--- src/rtl/vga_timing_if.sv ---
// Raster timing bundle driven by vga_timing_gen and consumed by the pixel-colour stage.
interface vga_timing_if;
  logic       pix_en;
  logic [9:0] hCount;
  logic [9:0] vCount;
  logic       bright;
  logic       hSync;
  logic       vSync;
  logic       line_start;
  logic       frame_start;
  logic [7:0] frame_count;

  modport master (
    output pix_en, hCount, vCount, bright, hSync, vSync,
           line_start, frame_start, frame_count
  );

  modport slave (
    input  pix_en, hCount, vCount, bright, hSync, vSync,
           line_start, frame_start, frame_count
  );
endinterface

--- src/rtl/vga_timing_gen.sv ---
// VGA raster timing: pixel-enable divider, display-coordinate counters and
// registered decodes that line up with the counters presented in the same cycle.
module vga_timing_gen #(
  parameter int CLK_DIV   = 4,
  parameter int H_VISIBLE = 640,
  parameter int H_FP      = 16,
  parameter int H_SYNC    = 96,
  parameter int H_BP      = 48,
  parameter int V_VISIBLE = 480,
  parameter int V_FP      = 10,
  parameter int V_SYNC    = 2,
  parameter int V_BP      = 33,
  parameter int SYNC_POL  = 0
) (
  input  logic          clk,
  input  logic          rst,
  vga_timing_if.master  vga
);

  localparam int H_TOTAL = H_VISIBLE + H_FP + H_SYNC + H_BP;
  localparam int V_TOTAL = V_VISIBLE + V_FP + V_SYNC + V_BP;

  localparam logic [3:0] TICK_LAST    = 4'(CLK_DIV - 1);
  localparam logic [9:0] H_LAST       = 10'(H_TOTAL - 1);
  localparam logic [9:0] V_LAST       = 10'(V_TOTAL - 1);
  localparam logic [9:0] H_VIS        = 10'(H_VISIBLE);
  localparam logic [9:0] V_VIS        = 10'(V_VISIBLE);
  localparam logic [9:0] H_SYNC_START = 10'(H_VISIBLE + H_FP);
  localparam logic [9:0] H_SYNC_END   = 10'(H_VISIBLE + H_FP + H_SYNC);
  localparam logic [9:0] V_SYNC_START = 10'(V_VISIBLE + V_FP);
  localparam logic [9:0] V_SYNC_END   = 10'(V_VISIBLE + V_FP + V_SYNC);
  localparam logic       SYNC_ACT     = (SYNC_POL != 0);

  logic [3:0] tick_cnt, tick_nxt;
  logic       pix_en_q, pix_en_nxt;
  logic [9:0] h_q, h_nxt;
  logic [9:0] v_q, v_nxt;
  logic       h_wrap, v_wrap;
  logic       bright_q, bright_nxt;
  logic       hsync_q, hsync_nxt;
  logic       vsync_q, vsync_nxt;
  logic       line_q, frame_q;
  logic [7:0] fcount_q, fcount_nxt;

  // NOTE: every always_comb output gets a default first so no path can infer a latch.
  always_comb begin
    tick_nxt   = tick_cnt + 4'd1;
    pix_en_nxt = 1'b0;
    h_nxt      = h_q;
    v_nxt      = v_q;
    h_wrap     = 1'b0;
    v_wrap     = 1'b0;
    fcount_nxt = fcount_q;

    if (tick_cnt == TICK_LAST) begin
      tick_nxt = 4'd0;
    end
    // pix_en is high in the cycle whose tick_cnt is the last divider step.
    pix_en_nxt = (tick_nxt == TICK_LAST);

    if (pix_en_q) begin
      if (h_q == H_LAST) begin
        h_wrap = 1'b1;
        h_nxt  = 10'd0;
      end else begin
        h_nxt  = h_q + 10'd1;
      end
    end

    if (h_wrap) begin
      if (v_q == V_LAST) begin
        v_wrap     = 1'b1;
        v_nxt      = 10'd0;
        fcount_nxt = fcount_q + 8'd1;
      end else begin
        v_nxt      = v_q + 10'd1;
      end
    end
  end

  // Decodes use next-state counters so the registered outputs match the
  // counter values that appear alongside them.
  always_comb begin
    bright_nxt = (h_nxt < H_VIS) && (v_nxt < V_VIS);
    hsync_nxt  = ((h_nxt >= H_SYNC_START) && (h_nxt < H_SYNC_END)) ? SYNC_ACT : ~SYNC_ACT;
    vsync_nxt  = ((v_nxt >= V_SYNC_START) && (v_nxt < V_SYNC_END)) ? SYNC_ACT : ~SYNC_ACT;
  end

  // NOTE: sequential state uses non-blocking assignments so every register samples pre-edge values.
  always_ff @(posedge clk) begin
    if (rst) begin
      tick_cnt <= 4'd0;
      pix_en_q <= 1'b0;
      h_q      <= 10'd0;
      v_q      <= 10'd0;
      bright_q <= 1'b0;
      hsync_q  <= ~SYNC_ACT;
      vsync_q  <= ~SYNC_ACT;
      line_q   <= 1'b0;
      frame_q  <= 1'b0;
      fcount_q <= 8'd0;
    end else begin
      tick_cnt <= tick_nxt;
      pix_en_q <= pix_en_nxt;
      h_q      <= h_nxt;
      v_q      <= v_nxt;
      bright_q <= bright_nxt;
      hsync_q  <= hsync_nxt;
      vsync_q  <= vsync_nxt;
      line_q   <= h_wrap;
      frame_q  <= v_wrap;
      fcount_q <= fcount_nxt;
    end
  end

  assign vga.pix_en      = pix_en_q;
  assign vga.hCount      = h_q;
  assign vga.vCount      = v_q;
  assign vga.bright      = bright_q;
  assign vga.hSync       = hsync_q;
  assign vga.vSync       = vsync_q;
  assign vga.line_start  = line_q;
  assign vga.frame_start = frame_q;
  assign vga.frame_count = fcount_q;

endmodule

--- src/flat_wrapper.sv ---
// flat-port wrapper written by rule: the top's interface ports become plain ports
module vga_timing_gen_flat 
#(
  parameter int CLK_DIV   = 4,
  parameter int H_VISIBLE = 640,
  parameter int H_FP      = 16,
  parameter int H_SYNC    = 96,
  parameter int H_BP      = 48,
  parameter int V_VISIBLE = 480,
  parameter int V_FP      = 10,
  parameter int V_SYNC    = 2,
  parameter int V_BP      = 33,
  parameter int SYNC_POL  = 0
)
  (clk, rst, vga_pix_en, vga_hCount, vga_vCount, vga_bright, vga_hSync, vga_vSync, vga_line_start, vga_frame_start, vga_frame_count);
  vga_timing_if vga_i ();
  input  logic clk;
  input  logic rst;
  output wire logic [$bits(vga_i.pix_en)-1:0] vga_pix_en;
  output wire logic [$bits(vga_i.hCount)-1:0] vga_hCount;
  output wire logic [$bits(vga_i.vCount)-1:0] vga_vCount;
  output wire logic [$bits(vga_i.bright)-1:0] vga_bright;
  output wire logic [$bits(vga_i.hSync)-1:0] vga_hSync;
  output wire logic [$bits(vga_i.vSync)-1:0] vga_vSync;
  output wire logic [$bits(vga_i.line_start)-1:0] vga_line_start;
  output wire logic [$bits(vga_i.frame_start)-1:0] vga_frame_start;
  output wire logic [$bits(vga_i.frame_count)-1:0] vga_frame_count;
  assign vga_pix_en = vga_i.pix_en;
  assign vga_hCount = vga_i.hCount;
  assign vga_vCount = vga_i.vCount;
  assign vga_bright = vga_i.bright;
  assign vga_hSync = vga_i.hSync;
  assign vga_vSync = vga_i.vSync;
  assign vga_line_start = vga_i.line_start;
  assign vga_frame_start = vga_i.frame_start;
  assign vga_frame_count = vga_i.frame_count;
  vga_timing_gen #(.CLK_DIV(CLK_DIV), .H_VISIBLE(H_VISIBLE), .H_FP(H_FP), .H_SYNC(H_SYNC), .H_BP(H_BP), .V_VISIBLE(V_VISIBLE), .V_FP(V_FP), .V_SYNC(V_SYNC), .V_BP(V_BP), .SYNC_POL(SYNC_POL)) u_core (.clk(clk), .rst(rst), .vga(vga_i));
endmodule
--- config.mk ---
export PLATFORM = sky130hd
export DESIGN_NAME = vga_timing_gen_flat
export DESIGN_NICKNAME = d
export VERILOG_FILES = /design/src/rtl/vga_timing_if.sv /design/src/rtl/vga_timing_gen.sv /design/src/flat_wrapper.sv
export SDC_FILE = /design/constraint.sdc
export NUM_CORES = 1
export LEC_CHECK = 0
export CAP_MARGIN = 20
export CELL_PAD_IN_SITES_DETAIL_PLACEMENT = 1
export CELL_PAD_IN_SITES_GLOBAL_PLACEMENT = 1
export CORE_ASPECT_RATIO = 1.1
export CORE_MARGIN = 2
export CORE_UTILIZATION = 38
export CTS_CLUSTER_SIZE = 16
export DETAILED_ROUTE_END_ITERATION = 16
export MAX_ROUTING_LAYER = met4
export PLACE_DENSITY = 0.78
export SLEW_MARGIN = 15
export SYNTH_ARGS = -nofsm -noshare
export SYNTH_HDL_FRONTEND = slang
export SYNTH_SLANG_ARGS = --single-unit
--- constraint.sdc ---
create_clock -name clk -period 2.6 [get_ports clk]
set_input_delay 0.39 -clock clk [delete_from_list [all_inputs] [get_ports clk]]
set_output_delay 0.39 -clock clk [all_outputs]
set_load 0.02 [all_outputs]
-- Word level (Yosys, flattened, before mapping)
Index checks and enable logic that the tools add are counted.
- order comparisons: 6
- muxes and demuxes: 10
- bitwise logic cells: 1
- $add $sub $neg: 4
- reduce and logical (&&, ||, !) cells: 5
- equal/unequal tests: 4
- operators with widths (kind ; number):
    $mux W10 ; 4
    $add A10 B1 Y10 const B ; 2
    $eq A10 B10 Y1 const B ; 2
    $lt A10 B10 Y1 const B ; 2
    $lt A10 B9 Y1 const B ; 2
    $ge A10 B10 Y1 const B ; 1
    $ge A10 B9 Y1 const B ; 1
    $add A8 B1 Y8 const B ; 1
    $eq A4 B2 Y1 const B ; 2
    $mux W1 ; 5
    $add A4 B1 Y4 const B ; 1
    $mux W4 ; 1
    $logic_and A1 B1 Y1 ; 3
    $reduce_and A2 Y1 ; 1
    $reduce_or A2 Y1 ; 1
    $not A1 Y1 ; 1
- output and inout bits: 34
- bits in registers: 38
- input port bits: 2
- logic and storage cells: 40

-- Logic depth before layout (Yosys ltp)
Gate-level depths: netlist (run 1).
- depth after elaboration: 7
- mapped depth: 8
- mapped depth without buffers: 7

-- Worst setup path after synthesis (run 1)
No wires, ideal clock.
- path type: reg-to-reg
- from: register u_core.h_q[0], in the netlist u_core.vga.hCount[0]
- to: register u_core.vsync_q, in the netlist u_core.vga.vSync
- period minus slack after synthesis: 2.048 ns
- stages on the path, launching flop included: 7
- data required time: 2.458 ns
- buffers on the path: 0
- slack: 0.552 ns
- library setup time: 0.142 ns
- arrival time: 1.906 ns
- cells stage by stage: dfxtp_1 -> ha_1 -> and4_1 -> nand4_2 -> or4_4 -> a22oi_2 -> o2111ai_1
- longest elaborated chain between the ends: 7
- elaborated cells on any way between the ends: 8
- those cells by class: order compare: 2; eq/ne: 1; mux: 4; reduce/logical: 1
- RTL lines (element ; RTL line ; source):
    start: declaration ; vga_timing_gen.sv:36 ; logic [9:0] h_q, h_nxt;
    start signal: assignment ; vga_timing_gen.sv:105 ; h_q <= h_nxt;
    $eq A10 B10 Y1 (*) ; vga_timing_gen.sv:62 ; if (h_q == H_LAST) begin
    $mux W1 (*) ; vga_timing_gen.sv:62 ;
    $mux W1 (*) ; vga_timing_gen.sv:61 ; if (pix_en_q) begin
    $mux W10 (*) ; vga_timing_gen.sv:70 ; if (h_wrap) begin
    $ge A10 B9 Y1 or $lt A10 B9 Y1 (tied branches) ; vga_timing_gen.sv:86 ; vsync_nxt = ((v_nxt >= V_SYNC_START) && (v_nxt < V_SYNC_END)) ? SYNC_ACT : ~SYNC_ACT;
    $logic_and A1 B1 Y1 (*) ; vga_timing_gen.sv:86 ;
    $mux W1 (*) ; vga_timing_gen.sv:86 ;
    end signal: assignment ; vga_timing_gen.sv:98 ; vsync_q <= ~SYNC_ACT;
    end signal: assignment ; vga_timing_gen.sv:109 ; vsync_q <= vsync_nxt;
    end: declaration ; vga_timing_gen.sv:41 ; logic vsync_q, vsync_nxt;
Every way passes the cells marked *; elsewhere a longest branch is shown, timed or not.
A chain may end at the register's enable or synchronous reset.

-- Worst setup path after layout (run 1)
- from: register u_core.h_q[5], in the netlist u_core.vga.hCount[5]
- to: register u_core.bright_q, in the netlist u_core.vga.bright
- longest elaborated chain between the ends: 6
- elaborated cells on any way between the ends: 10
- those cells by class: add/sub: 1; order compare: 2; eq/ne: 1; mux: 5; reduce/logical: 1
- RTL lines (element ; RTL line ; source):
    parallel branches: the longest is 5 deep, another holds $add A10 B1 Y10 ; n/a ;
    $logic_and A1 B1 Y1 (*) ; vga_timing_gen.sv:84 ; bright_nxt = (h_nxt < H_VIS) && (v_nxt < V_VIS);
    end signal: assignment ; vga_timing_gen.sv:107 ; bright_q <= bright_nxt;
    end: declaration ; vga_timing_gen.sv:39 ; logic bright_q, bright_nxt;
Every way passes the cells marked *.

==> reports/summary.txt, run 1 <==
status = complete, no violations
detailed placement HPWL = 3.46 mm
RR Startpoint = u_core.vga.hCount[5]$_SDFF_PP0_
Post-DP Area = 2290 sq um
Critical Path Slowest Stage Cell = nor4_2
Post-CTS Resized = 0
required time of the worst setup path = 2.78 ns
final setup fails = 0
Seq/Total Area, Yosys = 40.1%
Critical path destination = u_core.vga.bright$_SDFF_PP0_
layout cells sized above 1 = 8.98%
CTS Buffer Depth = 2
Worst Path Arrival = 2.44 ns
critical-path cell list = nor4b_4, nand4_2, nor4_2, xor2_1, a2111oi_1
antenna cells = 0
Largest stage delay, worst path = 0.47 ns
final wirelength = 4.91 mm
synthesized flop and latch total = 38
Slew Viols, Final = 0
core area = 4720 sq um
most frequent cells after synthesis = 38 x dfxtp_1, 28 x nor2_1, 15 x nand2_1, 15 x nor3_1, 14 x nand3_1
CTS tree = built
Netlist cell types = 47
Starting Density = 40.2%
top_reg_cell synth = dfxtp_1
full die area = 5570 sq um
Syn Inst Count = 221
Final nets = 263
Final ANT Viol Nets = 0
Max Clock Skew = 0.00647 ns
port bufs = 35
GRT Resource Usage Total = 19.0%
Critical Path Start Type = flop
Via density = 5.51
Worst R2R End = u_core.vga.bright$_SDFF_PP0_
setup_tns = 0 ns
Post-synth EDFFs = 0
DRC marker count from the first detailed-route iteration = 107
part of the cycle the worst path needs = 86.9%
die height = 78.1 um
Reg clk slew, reported paths = 0.08 ns
first-pass GRT wire length = 8.12 mm
fraction of registers with async set/reset = 0%
Ys Warns = 0
Yosys top cell area share = 40.1%
Leak Pwr = 0.859 nW
clk sinks = 38
wire per inst = 15.7 um
CTS HTree Levels = 2
I/O pin count = 36
initial antenna violation count = 0
pin count of the biggest net entering global routing = 28
clock tree root buffer cell = clkbuf_8
Slew headroom = 61.5%
DRT Pass-1 Iters = 4
Worst Setup SP = u_core.vga.hCount[5]$_SDFF_PP0_
final instance area = 2430 sq um
routability congestion estimate = 0.765
HP Class = flop to flop
worst vdd ir = 0.367 mV
via count = 1719
# rows = 26
Syn Area/Cell = 8.58 sq um
pwr dens = 512 nW/um^2
synthesized area = 1900 sq um
FMAX = 442 MHz
WS Path Type = flop to flop
CP Capture Type = flop
leading area contributor after synthesis = dfxtp_1
die width = 71.4 um
DRC = 0
vias in the first global route = 1642
crit path time final = 2.26 ns
gr ovfl total = 0
crit path max fanout = 11
largest cells by area after synthesis = dfxtp_1 40%, nor2_1 5.5%, xor2_1 4.6%
Slew @ Worst Pin = 0.562 ns
reg2reg path depth = 5
RSZ-0062 raised after global routing = no
worst-skew pair later-pin latency = 0.30 ns
most numerous cell in the Yosys netlist = dfxtp_1
maxcap violations = 0
R2R Setup Slk = 0.34 ns
Final Hold Vio Count = 0
CTS Hold Bufs = 0
CTS Buf Count = 5
postcts setup bufs = 0
Syn-to-layout area delta = 28.2%
syn nets = 229
[cells in the final DEF, fill, tap and decap left out, types with 2 or more instances in the layout]
master            n
nor3_1           15
buf_4             6
xor2_1           10
nand2_1          15
and4_1            2
a2111oi_0         2
or2_2             2
a21oi_1           9
o21a_1            2
bufinv_16         2
nand3b_1          2
inv_1             5
o31ai_1           2
nor2_1           28
ha_1              6
clkbuf_8          5
and2_1            2
mux2i_1           2
clkdlybuf4s50_1  35
nand3_1          14
nand4_1           9
xnor2_1           8
dfxtp_1          38
nor4_1            3
o21ai_0           5
a211oi_1          2
and3_1            3
nor3b_1           2
[area by class of cell]
| type | count | area, sq um |
|---|---|---|
| inverter | 5 | 18.8 |
| timing repair buffer | 41 | 395 |
| tap | 56 | 70.1 |
| clock inverter | 3 | 68.8 |
| sequential | 38 | 761 |
| clock buffer | 5 | 68.8 |
| multi-input combinational | 164 | 1050 |
| fill | 560 | 2280 |
[cells by family (layout without fill, tap and decap cells)]
| kind of cell | after synthesis | count (layout) | share of synthesized area, % |
|---|---|---|---|
| simple gates | 105 | 105 | 29.7 |
| buf+inv | 19 | 54 | 4.55 |
| compound gates | 33 | 33 | 12.3 |
| flops | 38 | 38 | 40.1 |
| fa+ha+maj | 6 | 6 | 3.96 |
| xor+xnor | 18 | 18 | 8.31 |
| mux | 2 | 2 | 1.06 |
[how the worst min path moves through the flow]
stage                                                 from                                     end  cells after the start
CTS                 u_core.vga.frame_count[1]$_SDFFE_PP0P_  u_core.vga.frame_count[1]$_SDFFE_PP0P_                      2
global route        u_core.vga.frame_count[1]$_SDFFE_PP0P_  u_core.vga.frame_count[1]$_SDFFE_PP0P_                      2
floorplan                    u_core.tick_cnt[0]$_SDFF_PP0_           u_core.tick_cnt[0]$_SDFF_PP0_                      1
detailed placement  u_core.vga.frame_count[7]$_SDFFE_PP0P_  u_core.vga.frame_count[7]$_SDFFE_PP0P_                      2
finish              u_core.vga.frame_count[1]$_SDFFE_PP0P_  u_core.vga.frame_count[1]$_SDFFE_PP0P_                      2
global placement    u_core.vga.frame_count[1]$_SDFFE_PP0P_  u_core.vga.frame_count[1]$_SDFFE_PP0P_                      2
[registers in the layout, summed over array words and instances (netlist names)]
register and flops:
u_core.vga.frame_count 8, u_core.vga.vSync 1, u_core.vga.vCount 10, u_core.vga.frame_start 1, u_core.vga.bright 1, u_core.vga.hSync 1
u_core.vga.pix_en 1, u_core.vga.hCount 10, u_core.tick_cnt 4, u_core.vga.line_start 1
[power breakdown]
| group | total [W] | leakage [nW] | switching [W] | internal (W) |
|---|---|---|---|---|
| Sequential | 0.000597 | 0.307 | 0.00000820 | 0.000589 |
| Combinational | 0.0000364 | 0.484 | 0.0000205 | 0.0000160 |
| Clock | 0.000613 | 0.0683 | 0.000229 | 0.000385 |
[stage by stage]
| stage | total power, W | utilization, % | setup WS [ns] | std cells | hold slack [ns] |
|---|---|---|---|---|---|
| finish | 0.00125 | 51.6 | 0.340 | 312 | 0.515 |
| CTS | 0.00126 | 51.6 | 0.342 | 312 | 0.522 |
| detailed placement | 0.000648 | 48.6 | 0.398 | 304 | 0.504 |
| global placement | 0.000646 | 48.6 | 0.440 | 304 | 0.492 |
| floorplan | 0.000631 | - | 0.552 | 221 | 0.465 |
| global route | 0.00128 | 51.6 | 0.109 | 312 | 0.549 |
[critical path: cells and delay by family (launching register included)]
family,cells,cell delay (ns)
XOR/XNOR,1,0.13
AO/OA/AOI/OAI,1,0.40
flip-flops,1,0.43
AND/OR/NAND/NOR,3,1.18
[metal layers]
| metal | vias up | routed length [um] | global-route usage, % |
|---|---|---|---|
| li1 | 865 | - | - |
| met1 | 825 | 2270 | 23.5 |
| met2 | 25 | 2440 | 30.9 |
| met3 | 4 | 149 | 3.72 |
| met4 | 0 | 48 | 6.23 |
| met5 | - | 0 | - |
No activity file was read; power rests on OpenSTA's default activity.
==> run 2, diff against run 1 <==
--- a/config.mk
+++ b/config.mk
@@ -15,6 +15,8 @@
 export DETAILED_ROUTE_END_ITERATION = 16
 export MAX_ROUTING_LAYER = met4
 export PLACE_DENSITY = 0.78
+export RECOVER_POWER = 100
+export SETUP_SLACK_MARGIN = 0.3
 export SLEW_MARGIN = 15
 export SYNTH_ARGS = -nofsm -noshare
 export SYNTH_HDL_FRONTEND = slang
==> run 2 against run 1 <==
  * Sequential cell count stayed put
  * Setup slack better by 0.042 ns
  * Largest cell class unchanged
  * Critical path depth is 3 higher
  * Count of clock-buffer cells in the layout stayed put
  * Combinational power is 5.8% lower
  * Sequential share of layout area is 0.33 points lower
  * Die area stayed put
  * Final area is 1.2% higher
  * First-iteration DRC count is 6.5% lower
  * Wire length is 1.7% higher
  * Worst hold slack worse by 0.0028 ns
==> reports/summary.txt, run 2 (synthesized netlist as in run 1, its figures left out) <==
Final Hold Vio Count = 0
DRC marker count from the first detailed-route iteration = 100
status = complete, no violations
Leak Pwr = 0.988 nW
sequential fraction of design power = 48.0%
GRT Max-Usage Layer = met2
HP Class = flop to flop
detailed placement HPWL = 3.46 mm
clock tree root buffer cell = clkbuf_8
crit path time final = 2.22 ns
critical-path cell list = ha_1, and4_1, buf_4, and4_1, buf_6, a21o_1, a22oi_2, a2111oi_0
met3 Use GR = 3.72%
CTS Buffer Depth = 2
Core Util, Final = 52.2%
critical path's most frequent cell = and4_1
Starting Density = 40.2%
crit path max fanout = 21
Critical path destination = u_core.vga.bright$_SDFF_PP0_
worst vdd ir = 0.367 mV
DRC = 0
Register Area = 762 sq um
CTS HTree Levels = 2
Critical Path Start Type = flop
CTS tree = built
maxcap violations = 0
CTS Hold Bufs = 0
commonest non-fill, non-tap cell in the layout = dfxtp_1
initial antenna violation count = 0
pin count of the biggest net entering global routing = 28
PnR worst setup slack = 0.382 ns
Worst Setup SP = u_core.vga.hCount[0]$_SDFF_PP0_
setup_tns = 0 ns
area occupied by multi-input gates = 1080 sq um
required time of the worst setup path = 2.77 ns
Fill cells = 559
combinational share of power = 2.8%
hold_ws = 0.513 ns
final setup fails = 0
GRT Resource Usage Total = 19.0%
full die area = 5570 sq um
port bufs = 35
M2 GR Usage = 30.9%
I/O pin count = 36
first-pass GRT wire length = 8.12 mm
vias in the first global route = 1642
die height = 78.1 um
Final nets = 264
Worst R2R End = u_core.vga.bright$_SDFF_PP0_
Slew headroom = 21.7%
die width = 71.4 um
Via density = 5.55
reg2reg path depth = 8
clock power share = 49.2%
Worst Path Arrival = 2.39 ns
RSZ-0062 raised after global routing = no
commonest non-fill, non-tap cells in the layout = 37 x dfxtp_1, 35 x dlygate4sd3_1, 28 x nor2_1
pwr dens = 505 nW/um^2
CTS Buf Count = 5
Slew @ Worst Pin = 1.17 ns
# rows = 26
final instance area = 2460 sq um
Final ANT Viol Nets = 0
Critical Path Slowest Stage Cell = dfxtp_1
WS Path Type = flop to flop
RR Startpoint = u_core.vga.hCount[0]$_SDFF_PP0_
wire per inst = 16.0 um
via count = 1736
FMAX = 451 MHz
worst-skew pair later-pin latency = 0.30 ns
core area = 4720 sq um
Syn-to-layout area delta = 29.8%
final wirelength = 4.99 mm
CP Capture Type = flop
routability congestion estimate = 0.765
gr ovfl total = 0
total internal power = 0.000987 W
switching power = 0.000256 W
Slew Viols, Final = 0
Largest stage delay, worst path = 0.39 ns
clk sinks = 38
Max Clock Skew = 0.00664 ns
DRT Pass-1 Iters = 4
Post-DP Area = 2290 sq um
antenna cells = 0
pre-CTS setup slack = 0.398 ns
part of the cycle the worst path needs = 85.3%
met1 GRT Util = 23.5%
layout cells sized above 1 = 9.34%
R2R Setup Slk = 0.38 ns
Reg clk slew, reported paths = 0.08 ns
Switching Share = 20.6%
-- run 2: per-stage QoR --
| step | total power [W] | instances |
|---|---|---|
| 4_1_cts | 0.00126 | 312 |
| 5_1_grt | 0.00128 | 313 |
| 3_5_place_dp | 0.000648 | 304 |
| 2_1_floorplan | 0.000631 | 221 |
| 3_3_place_gp | 0.000646 | 304 |
| 6_report | 0.00124 | 313 |
-- run 2: per-layer routing --
| layer | vias to the layer above | share of wire, % | wire length, um |
|---|---|---|---|
| li1 | 863 | - | - |
| met1 | 844 | 46 | 2290 |
| met3 | 4 | 3.0 | 149 |
| met4 | 0 | 0.96 | 48 |
| met5 | - | 0 | 0 |
| met2 | 25 | 50 | 2510 |
-- run 2: how the worst min path moves through the flow --
stage | endpoint | depth (start not counted) | start | slack (ns)
final | u_core.vga.frame_count[1]$_SDFFE_PP0P_ | 2 | u_core.vga.frame_count[1]$_SDFFE_PP0P_ | 0.51
after global routing | u_core.vga.frame_count[1]$_SDFFE_PP0P_ | 2 | u_core.vga.frame_count[1]$_SDFFE_PP0P_ | 0.55
after CTS | u_core.vga.frame_count[1]$_SDFFE_PP0P_ | 2 | u_core.vga.frame_count[1]$_SDFFE_PP0P_ | 0.52
after detailed placement | u_core.vga.frame_count[7]$_SDFFE_PP0P_ | 2 | u_core.vga.frame_count[7]$_SDFFE_PP0P_ | 0.50
after global placement | u_core.vga.frame_count[1]$_SDFFE_PP0P_ | 2 | u_core.vga.frame_count[1]$_SDFFE_PP0P_ | 0.49
after floorplan | u_core.tick_cnt[0]$_SDFF_PP0_ | 1 | u_core.tick_cnt[0]$_SDFF_PP0_ | 0.47
-- run 2: worst max-delay path, delay by kind of cell, from the launching register on --
family / cells / cell delay [ns]
AO/OA/AOI/OAI: 3 / 0.57
adder cells (fa/ha/maj): 1 / 0.18
buffers and inverters: 2 / 0.42
flip-flops: 1 / 0.39
AND/OR/NAND/NOR: 2 / 0.53
-- run 2: power groups by stage --
stage               registers (W)  logic (W)  clock network, W
CTS                      0.000597  0.0000372          0.000625
global placement         0.000610  0.0000360                 0
finish                   0.000597  0.0000343          0.000612
floorplan                0.000613  0.0000184                 0
detailed placement       0.000611  0.0000368                 0
global route             0.000598  0.0000377          0.000643
-- run 2: repair_timing --
action,in CTS,in global routing
setup buffers,0,1
setup endpoints to repair,0,2
gates resized for setup,0,8
-- run 2: area by class of cell --
| type | count | share of cell area [%] |
|---|---|---|
| repair buffers | 42 | 16.1 |
| flip-flops and latches | 38 | 30.9 |
| clock buffers | 5 | 2.79 |
| clock inverters | 3 | 2.79 |
| inverters | 5 | 0.762 |
| well taps | 56 | 2.85 |
| multi-input cells | 164 | 43.8 |
==> run 3, diff against run 2 <==
--- a/config.mk
+++ b/config.mk
@@ -5,7 +5,6 @@
 export SDC_FILE = /design/constraint.sdc
 export NUM_CORES = 1
 export LEC_CHECK = 0
-export CAP_MARGIN = 20
 export CELL_PAD_IN_SITES_DETAIL_PLACEMENT = 1
 export CELL_PAD_IN_SITES_GLOBAL_PLACEMENT = 1
 export CORE_ASPECT_RATIO = 1.1
==> results of run 3 <==
Final layout, timing and power as in run 2 (identical DEF).
==> variant 1 (settings of run 3) <==
`SYNC_POL` is set to 0 in 2 places; all go to 1.
--- a/src/rtl/vga_timing_gen.sv
+++ b/src/rtl/vga_timing_gen.sv
@@ -10,7 +10,7 @@
   parameter int V_FP      = 10,
   parameter int V_SYNC    = 2,
   parameter int V_BP      = 33,
-  parameter int SYNC_POL  = 0
+  parameter int SYNC_POL  = 1
 ) (
   input  logic          clk,
   input  logic          rst,
--- a/src/flat_wrapper.sv
+++ b/src/flat_wrapper.sv
@@ -10,7 +10,7 @@
   parameter int V_FP      = 10,
   parameter int V_SYNC    = 2,
   parameter int V_BP      = 33,
-  parameter int SYNC_POL  = 0
+  parameter int SYNC_POL  = 1
 )
   (clk, rst, vga_pix_en, vga_hCount, vga_vCount, vga_bright, vga_hSync, vga_vSync, vga_line_start, vga_frame_start, vga_frame_count);
   vga_timing_if vga_i ();
Formal check against the unedited RTL: not equivalent (a bounded check fails within 4 cycles, from zero or initial values and one cycle with rst high).
==> variant 1 against run 3 <==
Routed wire length fell by 5.3%. Die area decreased by 0.44%. Critical path depth unchanged. Design area decreased by 1.5%. Count of clock-buffer cells in the layout grew 1. Synthesized cell count unchanged. Area after synthesis decreased by 0.46%. Total power fell by 14%. Setup slack got worse by 0.069 ns. Sequential cell count unchanged. Combinational power up 25%.
==> variant 1: results <==
group,metric,value,unit
clock_tree,numCtsBuffers,5,
placed_design,dp_hpwl,3.359,mm
critical_path,slowest_delay,0.34,ns
synthesis,synth_commonest_cells,"dfxtp_1 (38), nor2_1 (35), nand2_1 (17)",
pwr,pwr-share-comb,4.0,%
hold_path,worstHoldStart,"u_core.tick_cnt[2]",
critical_path,regToRegStartpoint,"u_core.vga.hCount[0]",
synthesis,synthTopCellsByArea,"dfxtp_1 (40%), xor2_1 (7.4%), nor2_1 (7.0%), ha_1 (4.0%), nand3_1 (3.7%)",
placed_design,place_congestion,0.8148,
pwr,switching_share,23.60,%
global_routing,antenna_found_initial,0,
critical_path,crit_arrival,2.53,ns
timing,fin_hold_ws,0.5101,ns
critical_path,cp_top_family,"simple AND/OR/NAND/NOR gates",
detailed_routing,drt_iter0_drc,119,
synthesis,syn_nets,229,
detailed_routing,first_pass_iters,4,
synthesis,syn_avg_cell_area,8.543,sq um
timing,clock_skew,0.008691,ns
placed_design,io_buffers,35,
pwr,irDropWorstVdd,0.0002414,V
timing,slew-limit-headroom,46.49,%
detailed_routing,vias,1778,
critical_path,rrSetupSlack,0.31,ns
outcome,status,"finished clean",
layout,drive_gt1_share,8.271,%
detailed_routing,post_drt_wl_per_cell,14.69,um
layout,finalNonFillerCells,322,
layout,fill_cells,568,
synthesis,ys_seq_area_share,40.29,%
synthesis,ys.warnings.count,0,
critical_path,slowest_stage,"dfxtp_1",
global_routing,grt_pass1_wl,8.059,mm
clock_tree,cts_max_level,2,
clock_tree,cts.clk_slew.worst_paths,0.08,ns
pwr,p_leak,0.9998,nW
layout,nets,273,
critical_path,critPathLaunch,"u_core.vga.hCount[0]",
global_routing,grt_max_degree,20,
timing,hold_violations,0,
critical_path,critPathMaxFanout,8,
layout,antenna_cells,0,
clock_tree,clockRootBuffer,"clkbuf_8",
placed_design,post-place-cells,309,
global_routing,grt.total_usage,18.57,%
clock_tree,cts_buffer_depth,2,
global_routing,grt_pass1_vias,1678,
hold_path,hold_path.class,"flop to flop",
synthesis,netlist-cell-type-count,51,
clock_tree,clock_latency,0.30,ns
variant 1: cell count changes after synthesis, moves of 4 or more:
cell / change
nor2_1: +7
nor3_1: -12
xnor2_1: -4
xor2_1: +6
variant 1: kinds of logic after synthesis:
kind of cell / synth area share (%)
AND/OR/NAND/NOR: 31.48
flip-flops: 40.29
AO/OA/AOI/OAI: 11.07
XOR/XNOR: 9.277
buffers and inverters: 3.379
adder cells (fa/ha/maj): 3.976
multiplexers: 0.5302
variant 1: layer usage:
| metal | vias up | part of all wire (%) | global-route usage [%] |
|---|---|---|---|
| met5 | - | 0 | - |
| met4 | 0 | 1.6 | 7.358 |
| met3 | 7 | 4.3 | 4.026 |
| li1 | 866 | - | - |
| met1 | 871 | 45 | 21.75 |
| met2 | 34 | 49 | 30.74 |
variant 1: power by group through the flow:
stage,Clock (W),Sequential (W),Combinational (W)
after floorplan,0,0.000613,0.0000212
after global placement,0,0.000608,0.0000455
after detailed placement,0,0.000608,0.0000460
after CTS,0.000443,0.000595,0.0000461
after global routing,0.000473,0.000596,0.0000487
final,0.000435,0.000595,0.0000430
variant 1: worst paths after layout:
path / endpoint / depth (start not counted)
worst max-delay path: u_core.vga.vSync / 8
worst min-delay path: u_core.tick_cnt[2] / 2
worst max register to register: u_core.vga.vSync / 8
worst min register to register: u_core.tick_cnt[2] / 2
variant 1: cell type report:
class | instances | area, sq um | share of cell area, %
Tap cell | 56 | 70.07 | 2.888
Clock inverter | 2 | 12.51 | 0.5157
Sequential cell | 38 | 760.7 | 31.36
Clock buffer | 6 | 82.58 | 3.404
Inverter | 4 | 15.01 | 0.6189
Multi-Input combinational cell | 169 | 1052 | 43.37
Timing Repair Buffer | 47 | 432.9 | 17.84
variant 1: worst register-to-register path: stages, from the launching register on:
cell and delay, ns:
dfxtp_1 0.34, ha_2 0.25, and4_1 0.31, and4_1 0.30, clkbuf_1 0.19, nand4_1 0.13, xor2_1 0.19, a211oi_1 0.29
and4b_1 0.22
variant 1: repair_timing:
action | in CTS | in global routing
setup buffers | 0 | 5
hold buffers | 0 | 0
endpoints found under the setup margin | 1 | 5
pin swaps | 0 | 1
resized for setup | 1 | 2
variant 1: metrics by stage:
stage / power [W] / utilization [%] / area (sq um) / worst slack, ns
after detailed placement: 0.0006542 / 49.02 / 2312 / 0.3233
final: 0.001072 / 51.43 / 2426 / 0.3125
after global placement: 0.0006534 / 49.02 / 2312 / 0.3862
after CTS: 0.001084 / 51.06 / 2409 / 0.3332
after floorplan: 0.0006340 / - / 1888 / 0.3021
after global routing: 0.001117 / 51.43 / 2426 / 0.1761
==> variant 2 (settings of run 3) <==
Made on the original files. Make the reset (`rst`) asynchronous in one clocked block.
--- a/src/rtl/vga_timing_gen.sv
+++ b/src/rtl/vga_timing_gen.sv
@@ -87,7 +87,7 @@
   end
 
   // NOTE: sequential state uses non-blocking assignments so every register samples pre-edge values.
-  always_ff @(posedge clk) begin
+  always_ff @(posedge clk or posedge rst) begin
     if (rst) begin
       tick_cnt <= 4'd0;
       pix_en_q <= 1'b0;
Check against the original RTL: differs if rst is asserted again (counterexample within 4 cycles, from zero or initial values and one cycle with rst high); with rst held inactive, the same outputs for 10 cycles.
==> variant 2 against run 3 <==
Core utilization decreased by 1.4 points. Global-route usage down 1.1 points. Fmax fell by 1.5%. Setup slack got worse by 0.034 ns. Count of clock-buffer cells in the layout grew 1. Area after synthesis decreased by 2.6%. Routed wire length decreased by 12%. Sequential cell count unchanged. First-iteration DRC count decreased by 16%. Design area shrank 4.1%.
Power is not compared: it rests on default switching activity, and its combinational part moved more than twofold at a synthesized area within 25%.
==> variant 2: results <==
group,metric,value,unit
global_routing,grt.total_usage,17.88,%
critical_path,crit_arrival,2.46,ns
synthesis,synthTopCellsByArea,"dfrtp_1 (49%), xnor2_1 (5.7%), xor2_1 (4.3%), ha_1 (4.1%), nand4_1 (3.7%)",
synthesis,ys.flop_type,"dfrtp_1",
detailed_routing,drt_iter0_drc,84,
global_routing,grt_pass1_vias,1502,
timing,clock_skew,0.005043,ns
layout,drive_gt1_share,11.06,%
clock_tree,cts.clk_slew.worst_paths,0.08,ns
synthesis,netlist-cell-type-count,40,
clock_tree,numCtsBuffers,5,
detailed_routing,first_pass_iters,4,
placed_design,dp_hpwl,3.259,mm
synthesis,ys_seq_area_share,51.63,%
clock_tree,cts_max_level,2,
timing,slew-limit-headroom,38.03,%
global_routing,grt_pass1_wl,7.507,mm
detailed_routing,vias,1429,
outcome,status,"finished clean",
synthesis,synth_commonest_cells,"dfrtp_1 (36), inv_1 (13), nor2_1 (12), xnor2_1 (12)",
synthesis,async_reset_ff_share,100.0,%
global_routing,grt_max_degree,39,
layout,antenna_cells,0,
detailed_routing,post_drt_wl_per_cell,16.09,um
placed_design,place_congestion,0.8207,
critical_path,critPathMaxFanout,14,
layout,nets,224,
synthesis,syn_nets,178,
[variant 2: cell types whose count changed in the layout (fill, tap and decap cells not counted), moves of 4 or more]
cell	delta
dfxtp_1	-37
xnor2_1	+4
a21oi_1	-4
nor2_1	-15
nor3_1	-10
dfrtp_1	+36
inv_1	+8
[variant 2: metal layers]
layer  vias to the layer above  GRT usage, %  wire (um)
met5                         -             -          0
met4                         0         5.192         48
met3                         4         4.599        159
met2                        23         29.72       2376
met1                       722         21.35       1808
li1                        680             -          -
[variant 2: logic make-up after synthesis]
group	synth area share, %
AOI/OAI and AO/OA	5.218
xor gates and xnor gates	10.84
adders and majority gates	4.065
buffers and inverters	4.878
DFF	51.63
muxes	0.6097
and+or+nand+nor	22.76
[variant 2: where the power goes]
part	leakage [nW]	switching, W	total (W)	internal, W
combinational	0.570	0.0000112	0.0000128	0.00000157
sequential	0.505	0	0.000591	0.000591
clock	0.0472	0.000221	0.000434	0.000213
total	1.12	0.000232	0.00104	0.000805
[variant 2: final cells by class]
class                   count  area, sq um
flip-flops and latches     38        953.4
well taps                  56        70.07
fillers                   525         2290
inverters                  14        57.56
clock buffers               6        82.58
repair buffers             42        396.6
clock inverters             2        12.51
multi-input cells         115        789.5
[variant 2: worst max-delay path, cell delays in order (launching register included)]
cell	delay, ns
dfrtp_1	0.38
ha_1	0.23
nand3_1	0.17
or3_4	0.48
inv_6	0.14
nand3_1	0.13
xnor2_1	0.24
and4_1	0.25
nand4b_1	0.13
[variant 2: timing repair]
action                                  in CTS  in global routing
resized for setup                            1                  4
buffers inserted                             0                  5
endpoints found under the hold margin        0                  0
endpoints found under the setup margin       1                  5
[variant 2: through the flow]
step	worst slack [ns]	cells	instance area (sq um)	utilization [%]
floorplan	0.4855	170	1847	-
global placement	0.4872	260	2250	48.36
detailed placement	0.2696	260	2250	48.36
CTS	0.3282	268	2347	50.46
global route	0.2189	273	2362	50.78
finish	0.3476	273	2362	50.78
[variant 2: path summary, 6_finish.rpt]
| path | startpoint | endpoint | slack [ns] | depth (start not counted) |
|---|---|---|---|---|
| setup / recovery | u_core.vga.hCount[1] | u_core.vga.vSync | 0.35 | 8 |
| min in group asynchronous | rst | u_core.tick_cnt[1] | 0.81 | 3 |
| max in group asynchronous | rst | u_core.vga.vCount[8] | 1.22 | 3 |
| setup reg to reg | u_core.vga.hCount[1] | u_core.vga.vSync | 0.35 | 8 |
| hold reg to reg | u_core.vga.frame_count[7] | u_core.vga.frame_count[7] | 0.48 | 1 |
| hold / removal | u_core.vga.frame_count[7] | u_core.vga.frame_count[7] | 0.48 | 1 |
